## config.mk

```make
export PLATFORM = sky130hd
export DESIGN_NAME = fixedpoint_accumulator
export DESIGN_NICKNAME = d
export VERILOG_FILES = /design/src/rtl/fixedpoint_pkg.sv /design/src/rtl/fixedpoint_saturate.sv /design/src/rtl/fixedpoint_accumulator.sv
export SDC_FILE = /design/constraint.sdc
export NUM_CORES = 1
export LEC_CHECK = 0
export ABC_AREA = 0
export CAP_MARGIN = 25
export CORE_MARGIN = 2
export CORE_UTILIZATION = 48
export CTS_BUF_LIST = sky130_fd_sc_hd__clkbuf_2
export CTS_CLUSTER_SIZE = 30
export DETAILED_ROUTE_END_ITERATION = 8
export PLACE_DENSITY = 0.78
export SLEW_MARGIN = 20
export SYNTH_ARGS = -nofsm -noshare
export SYNTH_HDL_FRONTEND = slang
export SYNTH_HIERARCHICAL = 1
export SYNTH_SLANG_ARGS = --single-unit
export TNS_END_PERCENT = 10
```

## constraint.sdc

```tcl
create_clock -name clk -period 2.4 [get_ports clk]
set_clock_uncertainty 0.1 [all_clocks]
set_input_delay 0.36 -clock clk [delete_from_list [all_inputs] [get_ports clk]]
set_output_delay 0.36 -clock clk [all_outputs]
set_load 0.01 [all_outputs]
```

## src/rtl/fixedpoint_pkg.sv

```systemverilog
// Shared fixed-point definitions: accumulator FSM states and width derivation
// helpers used by both the accumulator and the multiplier.
package fixedpoint_pkg;

    typedef enum logic {
        ST_ACCUM = 1'b0,
        ST_HOLD  = 1'b1
    } acc_state_e;

    function automatic int calc_w(input int int_bits, input int frac_bits);
        return int_bits + frac_bits;
    endfunction

    function automatic int calc_cw(input int acc_len);
        return $clog2(acc_len + 1);
    endfunction

    // Accumulator width wide enough that a full frame of all-ones never wraps.
    function automatic int calc_aw(input int int_bits, input int frac_bits, input int acc_len);
        return calc_w(int_bits, frac_bits) + calc_cw(acc_len);
    endfunction

endpackage

```

## src/rtl/fixedpoint_saturate.sv

```systemverilog
// Clamps a wide unsigned value to OUT_W bits, flagging when clamping occurred.
module fixedpoint_saturate #(
    parameter int IN_W  = 21,
    parameter int OUT_W = 16
) (
    input  logic [IN_W-1:0]  value_i,
    output logic [OUT_W-1:0] value_o,
    output logic             overflow_o
);

    assign overflow_o = |value_i[IN_W-1:OUT_W];
    assign value_o    = overflow_o ? {OUT_W{1'b1}} : value_i[OUT_W-1:0];

endmodule

```

## src/rtl/fixedpoint_accumulator.sv

```systemverilog
// Frame accumulator for unsigned fixed-point samples: sums up to ACC_LEN samples,
// then holds the saturated sum until the downstream consumer takes it.
module fixedpoint_accumulator
    import fixedpoint_pkg::*;
#(
    parameter  int INTEGER_BITWIDTH  = 8,
    parameter  int FRACTION_BITWIDTH = 8,
    parameter  int ACC_LEN           = 16,
    localparam int W  = calc_w(INTEGER_BITWIDTH, FRACTION_BITWIDTH),
    localparam int CW = calc_cw(ACC_LEN),
    localparam int AW = calc_aw(INTEGER_BITWIDTH, FRACTION_BITWIDTH, ACC_LEN)
) (
    input  logic          clk,
    input  logic          rstn,
    input  logic          clr,
    input  logic          in_valid,
    output logic          in_ready,
    input  logic [W-1:0]  in_data,
    input  logic          in_last,
    output logic          out_valid,
    input  logic          out_ready,
    output logic [W-1:0]  out_data,
    output logic          out_overflow,
    output logic [CW-1:0] out_count
);

    localparam logic [CW-1:0] LAST_IDX = CW'(ACC_LEN - 1);

    acc_state_e    state_q, state_d;
    logic [AW-1:0] acc_q, acc_d;
    logic [CW-1:0] count_q, count_d;
    logic          in_ready_q, in_ready_d;
    logic          accept;

    logic [W-1:0]  sat_data;
    logic          sat_overflow;

    assign accept = in_valid && in_ready_q && (state_q == ST_ACCUM);

    always_comb begin
        state_d = state_q;
        acc_d   = acc_q;
        count_d = count_q;
        if (clr) begin
            state_d = ST_ACCUM;
            acc_d   = '0;
            count_d = '0;
        end else begin
            unique case (state_q)
                ST_ACCUM: begin
                    if (accept) begin
                        acc_d   = acc_q + AW'(in_data);
                        count_d = count_q + 1'b1;
                        if ((count_q == LAST_IDX) || in_last) begin
                            state_d = ST_HOLD;
                        end
                    end
                end
                ST_HOLD: begin
                    if (out_ready) begin
                        state_d = ST_ACCUM;
                        acc_d   = '0;
                        count_d = '0;
                    end
                end
                default: state_d = ST_ACCUM;
            endcase
        end
        // Ready is registered so it stays low for the whole reset and the HOLD phase.
        in_ready_d = (state_d == ST_ACCUM);
    end

    always_ff @(posedge clk or negedge rstn) begin
        if (!rstn) begin
            state_q    <= ST_ACCUM;
            acc_q      <= '0;
            count_q    <= '0;
            in_ready_q <= 1'b0;
        end else begin
            state_q    <= state_d;
            acc_q      <= acc_d;
            count_q    <= count_d;
            in_ready_q <= in_ready_d;
        end
    end

    fixedpoint_saturate #(
        .IN_W  (AW),
        .OUT_W (W)
    ) u_saturate (
        .value_i    (acc_q),
        .value_o    (sat_data),
        .overflow_o (sat_overflow)
    );

    assign in_ready     = in_ready_q;
    assign out_valid    = (state_q == ST_HOLD);
    assign out_data     = out_valid ? sat_data : '0;
    assign out_overflow = out_valid ? sat_overflow : 1'b0;
    assign out_count    = out_valid ? count_q : '0;

endmodule

```

==> flow_summary_export.csv <==
group,metric,value,unit
synth,synthCells,271,
pwr,ir_worst_vdd,0.471,mV
synth,synth_area,2240,µm²
run,drv_cap,0,
sta,setup_viol,0,
sta,period_needed,2400,ps
global_route,global_route.usage.met3,4.03,%
floorplan,ios,46,
detailed_routing,ant_nets,0,
synth,ys_seq_area_share,31.3,%
global_route,grt_max_degree,30,
synth,avgSynthCellArea,8.27,µm²
detailed_routing,drtPass1Iterations,4,
layout,final_util,69.4,%
cts,tritoncts.num_buffers,3,
detailed_routing,viasPerCell,5.65,
layout,multi_input_area,1500,µm²
synth,ys_types,41,
worst_setup_path,required,2680,ps
sta,worstMarginPinSlew,486,ps
place,buffer_ports.inserted,45,
layout,fin_cells,389,
worst_setup_path,crit_arrival,2680,ps
sta,finalHoldViolations,0,
layout,final_common_cell,"nand2_1",
floorplan,die_h,72.3,µm
sta,finalCritPeriodShare,100,%
floorplan,dieArea,5230,µm²
detailed_routing,drc,0,
layout,nets,379,
place,dp_hpwl,4.22,mm
worst_setup_path,cp-start-kind,"primary input",
worst_setup_path,path_max_fanout,3,
floorplan,fp.coreArea,4410,µm²
synth,synth_edf_count,0,
layout,n_fill_cell,356,
worst_setup_path,crit_path_end_kind,"register",
synth,synthFlopType,"dfrtp_1",
cts,path_clk_slew,310,ps
sta,slew_headroom,67.3,%
floorplan,fp-row-count,24,
cts,cts_sinks,28,
synth,yosysWarnings,6,
global_route,track_usage,23.3,%
global_route,grt_overflow,0,
layout,fin_area,3060,µm²
layout,final_cell_mix,"nand2_1, clkdlybuf4s50_1, nor2_1, buf_4, dfrtp_1",
layout,antenna_cells,0,
synth,synth-async-reset-ratio,100,%
global_route,grt_pass1_wl,9.69,mm
global_route,met2_usage,38.5,%
pwr,p_per_area,490,nW/µm²
run_status,status,"finished clean",
layout,drive_gt1_share,16.0,%
detailed_routing,wl,5.99,mm
cts,cts-root-buf,"clkbuf_2",
sta,rsz0062_at_grt,"yes",
detailed_routing,vias,2199,
floorplan,start_util,50.8,%
synth,ys_seq_elements,28,
global_route,grt_pass1_vias,2067,
global_route,antenna_found_initial,0,
detailed_routing,post_drt_wl_per_cell,15.4,µm
synth,synth_top_cell_area_share,31.3,%
sta,drv_slew,0,
global_route,top_usage_layer,"met2",
cts,clockBufferDepth,2,
layout,regArea,711,µm²
sta,tns,0,ps
synth,synth_area_leaders,"dfrtp_1, ha_1, and2_1, o21ai_0, nand2_1",
synth,synth_fp_nets,312,
place,place_congestion,0.965,
cts,cts_tree,"done",
floorplan,die_w,72.3,µm
worst_hold_path,hp-class,"in2async",
worst_setup_path,crit_type,"in2reg",
cts,hold_buffers,0,
cts,clk_latency,410,ps
place,dpl.cell_count,379,
place,placed_area,2850,µm²
layout,syn2layout_area_growth,36.6,%
pwr,p_leak,1.75,nW
synth,synth_area_leader_cell,"dfrtp_1",
global_route,met1_usage,32.2,%
pwr,power.total,1.50,mW
cts,cts_max_level,1,
sta,max_freq,417,MHz
detailed_routing,drtIter0Drc,191,
==> sequential cells by signal, summed over array words and instances, names as in the netlist <==
signal,flops
count_q,5
in_ready,1
acc_q,21
out_valid,1
==> logic make-up after synthesis <==
logic type / synth area share [%]
and+or+nand+nor: 25.8
AOI/OAI and AO/OA: 22.4
DFF: 31.2
adders and majority gates: 10.9
buffers and inverters: 4.19
xor gates and xnor gates: 5.47
==> layout make-up <==
cell class / count / share of cell area [%]
multi-input combinational: 226 / 48.8
clock inverter: 1 / 0.980
tap: 52 / 2.12
sequential: 28 / 23.2
clock buffer: 3 / 0.490
inverter: 6 / 0.735
timing repair buffer: 73 / 23.7
==> stage by stage <==
stage	hold WS, ps	setup slack [ps]
2_1_floorplan	-35.6	16.7
3_3_place_gp	390	-430
3_5_place_dp	407	-568
4_1_cts	174	4.65
5_1_grt	175	-105
6_report	165	1.17
==> worst paths after layout <==
check                           startpoint         end  slack (ps)  cells after the start
worst min register to register  count_q[3]  count_q[3]         430                      1
worst max register to register    acc_q[0]   acc_q[18]           1                     10
max in group asynchronous             rstn   out_valid        1730                      2
worst max-delay path            in_data[0]   acc_q[18]           1                     11
min in group clk                count_q[3]  count_q[3]         430                      1
worst min-delay path                  rstn  count_q[1]         170                      2
==> repair_timing <==
item                       CTS  global route
gates resized for setup     10            23
setup endpoints to repair   26            28
pin swaps                    4             7
setup buffers                5             1
==> power by group <==
group / internal (mW) / switching, mW
combinational: 0.317 / 0.313
clock: 0.143 / 0.161
sequential: 0.517 / 0.0471
total: 0.978 / 0.522
==> metal layers <==
layer  vias up  share of wire [%]
met5         -                  0
met1      1030                 45
li1       1090                  -
met4         0               0.99
met2        70                 48
met3         9                5.7
==> cells in the mapped netlist (all sizes together) (2+ instances only) <==
library cell / number
nand2: 31
nor2: 29
dfrtp: 28
o21ai: 25
and2: 23
nand3: 22
ha: 18
a21oi: 12
a21o: 10
xor2: 9
clkbuf: 7
inv: 6
a31oi: 5
xnor2: 5
a22o: 4
buf: 4
nand2b: 4
o211ai: 4
a211oi: 3
a21boi: 2
and3: 2
o21a: 2
o32ai: 2
or4: 2
==> worst max-delay path, stage by stage <==
cell             delay, ps
clkdlybuf4s50_1        470
ha_2                   190
inv_1                   50
fa_2                   340
nand2b_4               150
a21oi_2                170
o41a_2                 170
a21boi_2                60
o21ba_2                210
or4_1                  410
nand3_1                100
No activity file was read; power rests on OpenSTA's default activity.
